`src/rtl/handshake_traffic_gen.sv`:
```
// handshake_traffic_gen
//   Valid/ready packet source. A start request in IDLE latches the pattern
//   mode, seed and packet length, then the block offers pkt_len beats to the
//   post-stage. The data pattern is either an incrementing count or a
//   Fibonacci LFSR sequence. stall_i lets the source skip offering a beat.
//
// Ports
//   clk, rst_n    clock and synchronous active-low reset
//   start_i       request one packet (honoured only in IDLE with pkt_len_i != 0)
//   mode_i        0 = increment pattern, 1 = LFSR pattern
//   seed_i        data value of the first beat
//   pkt_len_i     number of beats in the packet
//   stall_i       1 = do not offer a new beat on this free edge
//   ready_i       post-stage can accept the current beat
//   valid_o       beat on data_o/last_o is valid (registered)
//   data_o        beat data, 0 whenever valid_o is 0
//   last_o        final beat of the packet
//   busy_o        packet in progress
//   sent_cnt_o    saturating count of handshakes since reset
module handshake_traffic_gen #(
  parameter int                DATA_W    = 8,
  parameter int                LEN_W     = 8,
  parameter logic [DATA_W-1:0] LFSR_TAPS = 8'hB8,
  parameter int                CNT_W     = 16
) (
  input  logic              clk,
  input  logic              rst_n,
  input  logic              start_i,
  input  logic              mode_i,
  input  logic [DATA_W-1:0] seed_i,
  input  logic [LEN_W-1:0]  pkt_len_i,
  input  logic              stall_i,
  input  logic              ready_i,
  output logic              valid_o,
  output logic [DATA_W-1:0] data_o,
  output logic              last_o,
  output logic              busy_o,
  output logic [CNT_W-1:0]  sent_cnt_o
);

  typedef enum logic {IDLE = 1'b0, SEND = 1'b1} state_t;

  localparam logic [LEN_W-1:0]  ONE_L = LEN_W'(1);
  localparam logic [DATA_W-1:0] ONE_D = DATA_W'(1);
  localparam logic [CNT_W-1:0]  ONE_C = CNT_W'(1);

  // Pattern step applied after each offered beat.
  function automatic logic [DATA_W-1:0] next_pat(input logic m,
                                                 input logic [DATA_W-1:0] p);
    if (m) return {p[DATA_W-2:0], ^(p & LFSR_TAPS)};
    else   return p + ONE_D;
  endfunction

  // An all-zero LFSR state would lock up, so a zero seed becomes 1.
  function automatic logic [DATA_W-1:0] fix_seed(input logic m,
                                                 input logic [DATA_W-1:0] s);
    if (m && (s == '0)) return ONE_D;
    else                return s;
  endfunction

  function automatic logic [CNT_W-1:0] sat_inc(input logic [CNT_W-1:0] c);
    if (c == '1) return c;
    else         return c + ONE_C;
  endfunction

  state_t            state, state_d;
  logic              mode_q, mode_d;
  logic [LEN_W-1:0]  len_q, len_d;
  logic [LEN_W-1:0]  beat_cnt, beat_d;   // beats already offered
  logic [DATA_W-1:0] pat_q, pat_d;       // data of the next beat to offer
  logic              valid_d, last_d;
  logic [DATA_W-1:0] data_d;
  logic [CNT_W-1:0]  cnt_d;
  logic [DATA_W-1:0] seed_eff;
  logic              hs, free;

  assign hs     = valid_o & ready_i;
  assign free   = ~valid_o | hs;
  assign busy_o = (state == SEND);

  always_comb begin
    state_d  = state;
    mode_d   = mode_q;
    len_d    = len_q;
    beat_d   = beat_cnt;
    pat_d    = pat_q;
    valid_d  = valid_o;
    data_d   = data_o;
    last_d   = last_o;
    cnt_d    = sent_cnt_o;
    seed_eff = fix_seed(mode_i, seed_i);

    case (state)
      IDLE: begin
        if (start_i && (pkt_len_i != '0)) begin
          state_d = SEND;
          mode_d  = mode_i;
          len_d   = pkt_len_i;
          // The accepting edge is already a free edge for the first beat.
          if (!stall_i) begin
            valid_d = 1'b1;
            data_d  = seed_eff;
            last_d  = (pkt_len_i == ONE_L);
            beat_d  = ONE_L;
            pat_d   = next_pat(mode_i, seed_eff);
          end else begin
            valid_d = 1'b0;
            data_d  = '0;
            last_d  = 1'b0;
            beat_d  = '0;
            pat_d   = seed_eff;
          end
        end
      end
      SEND: begin
        if (hs && last_o) begin
          state_d = IDLE;
          valid_d = 1'b0;
          data_d  = '0;
          last_d  = 1'b0;
        end else if (free) begin
          if ((beat_cnt != len_q) && !stall_i) begin
            valid_d = 1'b1;
            data_d  = pat_q;
            last_d  = ((beat_cnt + ONE_L) == len_q);
            beat_d  = beat_cnt + ONE_L;
            pat_d   = next_pat(mode_q, pat_q);
          end else begin
            valid_d = 1'b0;
            data_d  = '0;
            last_d  = 1'b0;
          end
        end
      end
      default: state_d = IDLE;
    endcase

    if (hs) cnt_d = sat_inc(sent_cnt_o);
  end

  always_ff @(posedge clk) begin
    if (!rst_n) begin
      state      <= IDLE;
      mode_q     <= 1'b0;
      len_q      <= '0;
      beat_cnt   <= '0;
      pat_q      <= '0;
      valid_o    <= 1'b0;
      data_o     <= '0;
      last_o     <= 1'b0;
      sent_cnt_o <= '0;
    end else begin
      state      <= state_d;
      mode_q     <= mode_d;
      len_q      <= len_d;
      beat_cnt   <= beat_d;
      pat_q      <= pat_d;
      valid_o    <= valid_d;
      data_o     <= data_d;
      last_o     <= last_d;
      sent_cnt_o <= cnt_d;
    end
  end

endmodule

```
`config.mk`:
```
export PLATFORM = sky130hd
export DESIGN_NAME = handshake_traffic_gen
export DESIGN_NICKNAME = d
export VERILOG_FILES = /design/src/rtl/handshake_traffic_gen.sv
export SDC_FILE = /design/constraint.sdc
export NUM_CORES = 1
export LEC_CHECK = 0
export BUFFER_PORTS_ARGS = -buffer_cell sky130_fd_sc_hd__buf_2
export CELL_PAD_IN_SITES_DETAIL_PLACEMENT = 1
export CELL_PAD_IN_SITES_GLOBAL_PLACEMENT = 1
export CORE_MARGIN = 5
export CORE_UTILIZATION = 42
export DETAILED_ROUTE_END_ITERATION = 8
export PLACE_DENSITY_LB_ADDON = 0.1
export SLEW_MARGIN = 20
export SYNTH_ARGS = -nofsm -noshare
export SYNTH_HDL_FRONTEND = slang
export SYNTH_SLANG_ARGS = --single-unit
```
`constraint.sdc`:
```
create_clock -name clk -period 2.7 [get_ports clk]
set_clock_uncertainty 0.2 [all_clocks]
set_input_delay 0.135 -clock clk [delete_from_list [all_inputs] [get_ports clk]]
set_output_delay 0.135 -clock clk [all_outputs]
set_load 0.05 [all_outputs]
```
== After elaboration in Yosys (flattened, before gate mapping) ==
Index checks and enable logic that the tools add are counted.

* Add/sub/neg operators: 4
* Equal/unequal tests: 9
* Muxes and demuxes: 36
* Bitwise gates (word level): 5
* Reduce and logical (&&, ||, !) cells: 13

{| class="wikitable"
|+ Operators with widths
! kind !! count
|-
| $mux 8 || 17
|-
| $pmux 8 s2 || 3
|-
| $add 8x1->8 const B || 3
|-
| $add 16x1->16 const B || 1
|-
| $eq 16x16->1 const B || 1
|-
| $reduce_xor 8->1 || 2
|-
| $mux 1 || 13
|-
| $eq 8x1->1 const B || 1
|-
| $eq 8x8->1 || 1
|-
| $logic_not 8->1 || 1
|-
| $ne 8x8->1 || 1
|-
| $reduce_bool 8->1 || 1
|-
| $pmux 1 s2 || 3
|-
| $reduce_and 2->1 || 3
|-
| $logic_and 1x1->1 || 4
|-
| $ne 2x1->1 const B || 2
|-
| $ne 2x2->1 const B || 2
|-
| $reduce_and 4->1 || 1
|-
| $ne 3x1->1 const B || 1
|-
| $not 1->1 || 3
|-
| $and 1x1->1 || 1
|-
| $logic_not 1->1 || 1
|-
| $or 1x1->1 || 1
|}

* Flip-flop bits (word level): 52
* Input port bits: 22
* Output and inout port bits: 27
* Logic and storage cells: 76

== Longest topological paths before layout ==
* Depth in word-level cells: 8
* Mapped depth: 9
* Gate-level depth less buffers: 8

== Least setup slack after synthesis ==
Ideal clock, no wire load.

* Kind: register to register
* From: register sent_cnt_o[0]
* To: register sent_cnt_o[14]
* Setup time: 128 ps
* Data arrival time: 2129 ps
* Required time: 2372 ps
* Slack: 244 ps
* Cell stages (with the launch flop): 7
* Path buffers: 0
* Clock period less this slack: 2456 ps
* Path through: dfxtp_1 ha_1 nand3_1 or3_4 or4_1 mux2i_1 nor2_1

* Word-level cells in the longest chain between the ends: 3
* Elaborated cells on any way between the ends: 4
* Those cells by class: add/sub: 1; eq/ne: 1; bitwise: 1; reduce/logical: 1

{| class="wikitable"
|+ Ends and longest elaborated chain
! element !! RTL line !! source
|-
| start, declared || 38 || <nowiki>output logic [CNT_W-1:0] sent_cnt_o</nowiki>
|-
| start signal, assigned || 161 || <nowiki>sent_cnt_o <= cnt_d;</nowiki>
|-
| parallel branches: the longest is 3 deep, another holds $add 16x1->16 || -- ||
|}

Several ways; the timed one is not identified.
A chain may end at the register's enable or synchronous reset.

== Worst setup path after layout ==
* From: input pkt_len_i[0]
* To: register data_o[4]

* Word-level cells in the longest chain between the ends: 4

{| class="wikitable"
|+ Ends and longest elaborated chain
! element !! RTL line !! source
|-
| start, declared || 31 || <nowiki>input logic [LEN_W-1:0] pkt_len_i,</nowiki>
|-
| $reduce_bool 8->1 || 95 || <nowiki>if (start_i && (pkt_len_i != '0)) begin</nowiki>
|-
| $logic_and 1x1->1 || 95 ||
|-
| $ne 2x2->1 (no source line) || -- ||
|-
| $reduce_and 2->1 (no source line) || -- ||
|-
| end signal, assigned || 159 || <nowiki>data_o <= data_d;</nowiki>
|-
| end, declared || 35 || <nowiki>output logic [DATA_W-1:0] data_o,</nowiki>
|}

No other way between the ends.

==> results.md <==
Setup path:
- STA puts the critical path data required time at 2.67 ns.
- The type of element capturing the critical path is a register.
- The signal on the critical path passes through dlygate4sd3_1 > buf_2 > nor4_1 > a21oi_2 > nand2b_1 > o21ai_0 > a21oi_1.
- The critical register-to-register path startpoint is sent_cnt_o[0].
- The worst register-to-register path has a setup slack of 0.51 ns.
- Data arrives at the worst endpoint at 2.25 ns.
- The delay of the slowest cell on the worst path is 0.54 ns.
- The largest individual stage delay along the critical path comes from the cell dlygate4sd3_1.
- Measured in cells, the most critical reg-to-reg path has a length of 6.
- Along the worst path, the maximum fanout reaches 19.
- The worst setup path is launched from an input pin.
- In this run the critical register-to-register path is captured at sent_cnt_o[14].
- By startpoint and endpoint, the worst setup path is classified as input pin to register.

Layout:
- Summing all multi-input logic gate instances after layout gives 0.00197 mm2.
- The library cells used most frequently in the layout, excluding fill and tap cells, are dfxtp_1 (52), buf_2 (48), nand2_1 (38).
- The number of diodes added for antenna fixing is 0.
- The net count of the finished layout is 475.
- Summing all flip-flop and latch instances after layout gives 0.00104 mm2.
- From synthesis to final layout, the design area changed by 15.9%.
- The fraction of final layout cells with drive strength greater than 1 is 16.9%.
- The number of filler cells placed in the layout is 927.
- The most common library cell in the layout ignoring fill and taps is dfxtp_1.

Power and ir drop:
- Summed over all cells, the static leakage comes to 1.39 nW.
- The worst-case IR drop observed on VDD is 0.304 mV.
- The power density over the cells is 501 mW/mm2.
- The power after layout is 1.85 mW.

Synthesis:
- The net count of the mapped netlist is 431.
- The synthesized design contains 0 enable-type register cells.
- Each instance of the synthesized netlist takes up on average 7.89 um2.
- After synthesis, the share of flip-flops with an asynchronous set or reset is 0%.
- The synthesized design contains 52 register bits.
- The part of the Yosys area used for sequential elements is 32.6%.
- The synthesized netlist contains 58 unique library cells.
- The cell area that synthesis handed to floorplanning was 0.00319 mm2.
- The most used flip-flop cell after synthesis is dfxtp_1.
- The count of yosys warnings during synthesis is 0.
- The number of instances in the synthesized netlist is 404.

GRT:
- The total routing usage reported by global routing is 20.8%.
- For this run the aggregate overflow at the end of global routing stands at 0.
- Entering global routing, the biggest net connects 23 pins.
- The first global-routing pass estimated 16.6 mm of wire.
- The number of global-route vias before repair came to 3299.
- The initial antenna violation count came to 0.

Floorplanning:
- The number of placed I/O pins is 49.
- The die is 97.1 um wide.
- The core region is 0.00733 mm2.
- The area enclosed by the die boundary is 0.00944 mm2.
- The y dimension of the die is 97.1 um.
- The initial standard-cell utilization of the core is 43.5%.
- After floorplanning, the core was divided into 31 placement rows.

Clock tree:
- The clock network latency to the later pin of the worst-skew pair is 0.31 ns.
- The clock sink count is 52.
- The H-tree was split into 2 levels.
- The number of buffers on the longest clock path is 2.
- Post-CTS repair changed the size of 0 cells.
- Post-CTS timing repair inserted 0 buffers for setup.
- TritonCTS built the clock tree.
- Clock-pin slew was measured on the worst setup and hold paths at 0.10 ns.
- Hold repair after CTS inserted 8 buffers.
- CTS placed an instance of clkbuf_8 at the clock tree root.
- The number of clock buffers inserted by TritonCTS is 5.

STA:
- Setup violations remaining at the end of the flow were counted as 0.
- The final setup TNS is 0 ns.
- The number of max-slew violations in the final report is 0.
- The portion of the clock cycle consumed by the worst path in the final layout is 84.5%.
- The remaining max-slew budget at the tightest pin is 52.5%.
- The number of hold violations in the final report is 0.
- At the pin with the least slew margin, the transition time is 0.695 ns.
- Static timing analysis puts the maximum clock frequency at 0.438 GHz.
- Setup repair after global routing left no endpoint under its margin.
- The clock period could shrink to 2.28 ns.
- The final critical-path setup slack is 0.417 ns.

Detailed routing:
- The routed layout has 3182 vias.
- The average vias per placed instance is 5.81.
- The total detailed-routing wirelength is 9.50 mm.
- Once detail routing completed, the nets flagged for antenna violations numbered 0.
- The detailed-route wire length per cell is 17.3 um.
- The post-route DRC violation count is 0.
- The pre-antenna-repair detailed-routing pass consisted of 4 iterations.
- The detailed router finished its first iteration with 141 violations.

Placement:
- The number of input and output port buffers inserted is 48.
- The routability congestion estimate from global placement is 0.901.
- The HPWL after detailed placement is 6.95 mm.
- The pre-CTS setup slack is 0.464 ns.

Min path:
- In this run the most critical hold path is launched from mode_i.
- For hold timing, the worst endpoint is mode_q.
- The class of the worst hold path is input pin to register.
- Counting instances, the worst hold path has a depth of 3.

Status:
- The run finished with clean final reports.

Job:
- The max-capacitance violation count is 0.
## registers in the layout (all words and copies together) (netlist names)
register    count
beat_cnt        8
busy_o          1
data_o          8
last_o          1
len_q           8
mode_q          1
pat_q           8
sent_cnt_o     16
valid_o         1
## synth_stat cells, types with 2 or more instances
cell type  number  area, um2
a2111oi_0       4       35.0
a211oi_1       10       75.1
a21o_1          2       15.0
a21oi_1        35        175
a221oi_1        3       26.3
a22oi_1         9       67.6
a311oi_1        2       17.5
a31oi_1         8       50.1
and2_1          4       25.0
and3_1          4       25.0
buf_2           3       15.0
buf_6           2       22.5
clkbuf_1       24       90.1
clkinv_1        2       7.51
dfxtp_1        52       1040
ha_1            5       62.6
inv_1           9       33.8
mux2_2          2       22.5
mux2i_1         6       60.1
nand2_1        38        143
nand2b_1        9       56.3
nand3_1        25        125
nand4_1         9       56.3
nor2_1         23       86.3
nor2b_1         4       25.0
nor3_1         12       60.1
nor3b_1         2       15.0
nor4_1          4       25.0
nor4b_1         2       17.5
o2111ai_1       2       17.5
o211ai_1        4       30.0
o21ai_0        21        105
o22ai_1         2       12.5
o31ai_1         4       30.0
or3_1           3       18.8
or4_1           2       15.0
xnor2_1        24        210
xor2_1          8       70.1
## critical path, delay by kind of cell
kind	cells	cell delay [ns]
and+or+nand+nor	2	0.93
buffers and inverters	2	0.68
AOI/OAI and AO/OA	3	0.51
## worst max path at each step
stage | to | slack, ns | startpoint
2_1_floorplan | sent_cnt_o[14] | 0.24 | sent_cnt_o[0]
3_3_place_gp | pat_q[2] | 0.59 | mode_i
3_5_place_dp | pat_q[2] | 0.46 | mode_i
4_1_cts | data_o[5] | 0.44 | pkt_len_i[0]
5_1_grt | data_o[0] | 0.17 | pkt_len_i[0]
6_report | data_o[4] | 0.42 | pkt_len_i[0]
## area by class of cell
| type | instances | area share (%) |
|---|---|---|
| inverter | 11 | 1.12 |
| sequential | 52 | 28.2 |
| multi-input combinational | 311 | 53.4 |
| tap | 99 | 3.35 |
| timing repair buffer | 67 | 10.9 |
| clock buffer | 5 | 1.86 |
| clock inverter | 3 | 1.25 |
## layer usage
| layer | wire length, um | GRT usage, % | up-vias |
|---|---|---|---|
| li1 | - | - | 1559 |
| met1 | 4510 | 28.2 | 1540 |
| met2 | 4400 | 34.3 | 75 |
| met3 | 486 | 3.59 | 8 |
| met4 | 98 | 4.86 | 0 |
| met5 | 0 | 0 | - |
## cell families after synthesis
family | after synthesis | synth area share [%]
and+or+nand+nor | 151 | 25.0
AOI/OAI and AO/OA | 115 | 23.5
buffers and inverters | 41 | 5.53
xor gates and xnor gates | 32 | 8.79
muxes | 8 | 2.59
adders and majority gates | 5 | 1.96
DFF | 52 | 32.6
## power by group
part           internal, mW  switching [mW]  leakage, nW
logic                 0.154           0.279        0.911
clock network         0.280           0.272       0.0548
registers             0.810          0.0567        0.425
total                  1.24           0.607         1.39
## metrics by stage
stage / instances / cell area [um2] / hold slack, ns / utilization [%]
3_3_place_gp: 532 / 3500 / 0.193 / 47.8
3_5_place_dp: 532 / 3500 / 0.195 / 47.8
4_1_cts: 548 / 3700 / 0.00541 / 50.4
6_report: 548 / 3700 / 0.0155 / 50.4
2_1_floorplan: 404 / 3190 / 0.0710 / -
5_1_grt: 548 / 3700 / 0.0394 / 50.4
(Power assumes the default switching activity.)
